**src/rtl/gain_ramp_ctrl.sv**
```systemverilog
// gain_ramp_ctrl: smooths gain changes for an audio output stage.
//
// A requested gain code is ramped toward in fixed STEP increments, one increment per
// audio sample tick, so the output never sees a discontinuous gain jump. A level mute
// input ramps the gain down to zero and, on release, ramps back up to the last
// accepted target.
//
// Ports:
//   clk_48       in   sample-domain clock
//   reset_n      in   asynchronous active-low reset
//   sample_en    in   one-cycle tick per audio sample
//   target_gain  in   requested gain code, unsigned Q4.12
//   target_valid in   request strobe for target_gain
//   target_ready out  a new target can be accepted this cycle
//   mute         in   level; ramp the gain to 0 while high
//   gain         out  registered gain code for the output gain stage
//   ramping      out  gain has not yet reached its current destination
//   done         out  one-cycle pulse when a target ramp completes
//   muted        out  muted and gain has reached 0
module gain_ramp_ctrl #(
   parameter logic [15:0] STEP  = 16'd16,
   parameter logic [15:0] UNITY = 16'h1000
) (
   input  logic        clk_48,
   input  logic        reset_n,
   input  logic        sample_en,
   input  logic [15:0] target_gain,
   input  logic        target_valid,
   output logic        target_ready,
   input  logic        mute,
   output logic [15:0] gain,
   output logic        ramping,
   output logic        done,
   output logic        muted
);

   typedef enum logic [1:0] {
      StIdle = 2'd0,
      StRamp = 2'd1,
      StMute = 2'd2
   } state_e;

   state_e      state_q, state_d;
   logic [15:0] gain_q, gain_d;
   logic [15:0] hold_tgt_q, hold_tgt_d;
   logic        done_q, done_d;
   logic        muted_q, muted_d;

   // One ramp step from cur toward dst. The distance is taken at 17 bits so the
   // comparison against STEP is exact; stepping by STEP only happens when the
   // distance exceeds STEP, so the result can neither overshoot nor wrap.
   function automatic logic [15:0] step_toward(input logic [15:0] cur,
                                               input logic [15:0] dst);
      logic [16:0] diff;
      if (dst >= cur) begin
         diff = {1'b0, dst} - {1'b0, cur};
      end else begin
         diff = {1'b0, cur} - {1'b0, dst};
      end
      if (diff <= {1'b0, STEP}) begin
         return dst;
      end else if (dst > cur) begin
         return cur + STEP;
      end else begin
         return cur - STEP;
      end
   endfunction

   assign target_ready = (state_q == StIdle) && !mute;

   always_comb begin
      state_d    = state_q;
      gain_d     = gain_q;
      hold_tgt_d = hold_tgt_q;
      done_d     = 1'b0;

      unique case (state_q)
         StIdle: begin
            // Mute wins over a simultaneous request; the request is dropped.
            if (mute) begin
               state_d = StMute;
               if (sample_en) begin
                  gain_d = step_toward(gain_q, 16'h0000);
               end
            end else if (target_valid) begin
               hold_tgt_d = target_gain;
               if (target_gain != gain_q) begin
                  state_d = StRamp;
               end else begin
                  done_d = 1'b1;
               end
            end
         end

         StRamp: begin
            // Muting abandons the ramp without a done pulse; hold_tgt is kept.
            if (mute) begin
               state_d = StMute;
               if (sample_en) begin
                  gain_d = step_toward(gain_q, 16'h0000);
               end
            end else if (sample_en) begin
               gain_d = step_toward(gain_q, hold_tgt_q);
               if (gain_d == hold_tgt_q) begin
                  state_d = StIdle;
                  done_d  = 1'b1;
               end
            end
         end

         StMute: begin
            // On release the step taken on the same edge already heads for hold_tgt.
            if (!mute) begin
               state_d = StRamp;
               if (sample_en) begin
                  gain_d = step_toward(gain_q, hold_tgt_q);
                  if (gain_d == hold_tgt_q) begin
                     state_d = StIdle;
                     done_d  = 1'b1;
                  end
               end
            end else if (sample_en) begin
               gain_d = step_toward(gain_q, 16'h0000);
            end
         end

         default: begin
            state_d = StIdle;
         end
      endcase

      muted_d = (state_d == StMute) && (gain_d == 16'h0000);
   end

   always_ff @(posedge clk_48 or negedge reset_n) begin
      if (!reset_n) begin
         state_q    <= StIdle;
         gain_q     <= UNITY;
         hold_tgt_q <= UNITY;
         done_q     <= 1'b0;
         muted_q    <= 1'b0;
      end else begin
         state_q    <= state_d;
         gain_q     <= gain_d;
         hold_tgt_q <= hold_tgt_d;
         done_q     <= done_d;
         muted_q    <= muted_d;
      end
   end

   assign gain    = gain_q;
   assign done    = done_q;
   assign muted   = muted_q;
   assign ramping = (state_q == StRamp) || ((state_q == StMute) && (gain_q != 16'h0000));

endmodule

```
**config.mk**
```make
export PLATFORM = sky130hd
export DESIGN_NAME = gain_ramp_ctrl
export DESIGN_NICKNAME = d
export VERILOG_FILES = /design/src/rtl/gain_ramp_ctrl.sv
export SDC_FILE = /design/constraint.sdc
export NUM_CORES = 1
export LEC_CHECK = 0
export CAP_MARGIN = 20
export CORE_UTILIZATION = 58
export CTS_CLUSTER_SIZE = 14
export DETAILED_ROUTE_END_ITERATION = 7
export PLACE_DENSITY = 0.88
export SYNTH_ARGS = -nofsm -noshare
export SYNTH_HDL_FRONTEND = slang
export SYNTH_SLANG_ARGS = --single-unit
```
**constraint.sdc**
```tcl
create_clock -name clk_48 -period 6 [get_ports clk_48]
set_clock_uncertainty 0.15 [all_clocks]
set_input_delay 1.2 -clock clk_48 [delete_from_list [all_inputs] [get_ports clk_48]]
set_output_delay 1.2 -clock clk_48 [all_outputs]
set_load 0.005 [all_outputs]
```
==> flow_metrics.tcl <==
set metrics [dict create \
    worstPathMaxFanout 15 \
    synthesis.nets 823 \
    regArea_sq_um 903 \
    worst_slew_pin_slew_ns 0.956 \
    number_of_enable_type_register_cells_in_the_synthesized_netlist 0 \
    ys_top_cells_by_count "a21oi_1 (77), nand2_1 (49), o21ai_0 (45)" \
    numPortBuffers 40 \
    final-max-slew-violation-count 0 \
    n_fill_cell 862 \
    unrepaired_setup_endpoints_after_global_routing "false" \
    netlist_area_sq_mm 0.00582 \
    post_synth_num_cell_types 101 \
    worst_slew_margin_rel_pct 36.3 \
    clk_root_buffer_cell "clkbuf_8" \
    post-route-drc-count 0 \
    post_synth_inst_count 761 \
    detail_route.iter0.violations 684 \
    min_delay_path_depth 1 \
    grt_pass1_vias 6166 \
    grt_first_pass_wirelength_mm 34.3 \
    grt.total_usage_pct 44.0 \
    drv_cap 0 \
    layout_net_count 842 \
    diodes 0 \
    synthDominantAreaCellType "dfrtp_1" \
    final_period_minus_worst_setup_slack_ns 5.76 \
    avgViaCountPerCell 7.20 \
    multi_input_area_sq_mm 0.00451 \
    clk-insertion-delay-late_ns 0.32 \
    worst_hold_startpoint "hold_tgt_q[8]$_DFFE_PN0P_" \
    h-tree-depth 2 \
    floorplan.die_area_sq_mm 0.0104 \
    gp_routability_congestion 1.05 \
    hold_viol 0 \
    detailroute.via_count 6581 \
    areaGrowthSynthToFinish_pct 9.95 \
    netlist_top_cells_area "dfrtp_1 (15%), ha_1 (8.4%), a21oi_1 (6.6%)" \
    tritoncts.num_buffers 5 \
    synth_top_cell_area_share_pct 14.6 \
    tns_ns 0 \
    layout_cell_share_with_drive_strength_beyond_1_pct 11.8 \
    worst_hold_path_type "reg -> reg" \
    finalWirelength_mm 22.3 \
    maximum_number_of_pins_on_one_net_before_global_route_repair 37 \
    initial_antenna_violation_count 0 \
    data_arrival_time_of_the_worst_path_ns 5.82 \
    wl_per_cell_microns 24.5 \
    i_o_pin_cnt 41 \
    worstSetupPathType "reg -> reg" \
    width_of_the_die_microns 102 \
    cts-root-to-sink-buffers 2 \
    setup.worst_path.end_class "register" \
    run_status "finished clean" \
    worst_r2r_path_depth 13 \
    cts_hold_repair.buffers 0 \
    floorplan.initialDensity_pct 59.6 \
    cts_sinks 36 \
    tritoncts "done" \
    max_freq_ghz 0.174 \
    synth_top_flop_cell "dfrtp_1" \
    asyncSetResetFlopFracSynth_pct 100 \
    gr-total-overflow 0 \
    clk_pin_slew_worst_paths_ns 0.09 \
    chipHeight_microns 102 \
    yosys.cell_count.top_type "a21oi_1" \
    critical_path_required_ns 6.06 \
    reg2reg_to "muted$_DFF_PN0_" \
    synth_seq_area_share_pct 15.5 \
    timing.hold.worst_endpoint "hold_tgt_q[8]$_DFFE_PN0P_" \
    ys_ff_latch 36 \
    firstDrtPassIters 5 \
    period_share_pct 95.9 \
    yosys_warnings 0 \
    regToRegSetupSlack_ns 0.24 \
    drt.antenna.violating_nets 0 \
    detailedPlacementHpwl_mm 17.2 \
    std_cell_rows 36 \
    setup_violations 0 \
    critPathLaunchType "register" \
    core_area_sq_mm 0.00977 \
    synthesis.area_per_instance_sq_um 7.65 \
    crit-reg2reg-launch "gain[12]$_DFF_PN1_" \
]
cell families after synthesis:
group	after synthesis	share of synthesized area, %
mux	35	6.49
simple gates	244	23.2
compound gates	258	30.1
flops	36	15.5
buf+inv	93	7.31
xor+xnor	54	8.36
fa+ha+maj	41	9.07
worst max-delay path: stages (launching register included):
cell and delay (ns):
dfstp_2 0.67, clkinv_1 0.26, ha_1 0.57, a21oi_2 0.27, o21ai_1 0.15, a21o_1 0.23
or4_4 0.58, or4b_4 0.57, a32oi_4 0.27, nand4_2 0.47, mux2i_1 0.30, a31oi_1 0.16
nor4b_1 0.66, nor4b_2 0.33
sequential cells by signal, summed over array words and instances (netlist names):
signal	flops
done	1
gain	16
hold_tgt_q	16
muted	1
state_q	2
stage by stage:
| step | cell area [sq um] | std cells | setup slack (ns) | hold slack (ns) | utilization [%] |
|---|---|---|---|---|---|
| floorplan | 5820 | 761 | 1.05 | 0.356 | - |
| global placement | 6280 | 906 | 0.567 | 0.407 | 64.3 |
| detailed placement | 6280 | 906 | 0.307 | 0.409 | 64.3 |
| CTS | 6390 | 914 | 0.265 | 0.426 | 65.4 |
| global route | 6400 | 914 | 0.0475 | 0.455 | 65.5 |
| finish | 6400 | 914 | 0.244 | 0.422 | 65.5 |
cells in the final DEF, fill, tap and decap left out, types with 6 or more instances in the layout:
cell type	synthesis	final
a21boi_0	6	6
a21o_1	12	12
a21oi_1	77	77
a221oi_1	11	11
a31oi_1	10	10
and2_1	7	7
and3_1	6	6
buf_4	2	21
clkdlybuf4s50_1	0	39
dfrtp_1	34	34
ha_1	39	39
inv_1	39	39
mux2_2	21	21
mux2i_1	13	13
nand2_1	49	49
nand2b_1	6	6
nand3_1	21	21
nand4_1	7	7
nor2_1	43	43
nor2b_1	9	9
nor3_1	30	30
nor4_1	16	15
o2111ai_1	6	6
o211ai_1	6	6
o21a_1	8	8
o21ai_0	45	45
o21ai_1	6	6
o31ai_1	7	7
xnor2_1	25	25
xor2_1	28	28
area by class of cell:
type | count | share of cell area [%]
well taps | 133 | 2.60
clock inverters | 2 | 0.547
repair buffers | 61 | 8.64
clock buffers | 6 | 1.13
multi-input cells | 632 | 70.4
flip-flops and latches | 36 | 14.1
inverters | 44 | 2.58
routing by layer:
metal / GRT usage [%] / routed length [microns] / part of all wire [%]
met2: 72.0 / 10200 / 46
met3: 6.16 / 2180 / 9.8
met1: 55.1 / 8580 / 38
met5: 0 / 0 / 0
met4: 26.3 / 1330 / 6.0
timing repair:
action	CTS	global route
endpoints found under the setup margin	0	1
setup buffers	0	0
gates resized for setup	0	2
worst max path at each step:
stage	end	startpoint	cells past startpoint
after global routing	muted$_DFF_PN0_	gain[12]$_DFF_PN1_	14
after CTS	muted$_DFF_PN0_	gain[12]$_DFF_PN1_	14
after global placement	muted$_DFF_PN0_	gain[12]$_DFF_PN1_	14
final	muted$_DFF_PN0_	gain[12]$_DFF_PN1_	13
after detailed placement	muted$_DFF_PN0_	gain[12]$_DFF_PN1_	14
after floorplan	muted$_DFF_PN0_	gain[12]$_DFF_PN1_	15
Power is left out: the tool's default activity adds up to more than one toggle a clock period on the data nets, which glitch-free logic cannot reach.
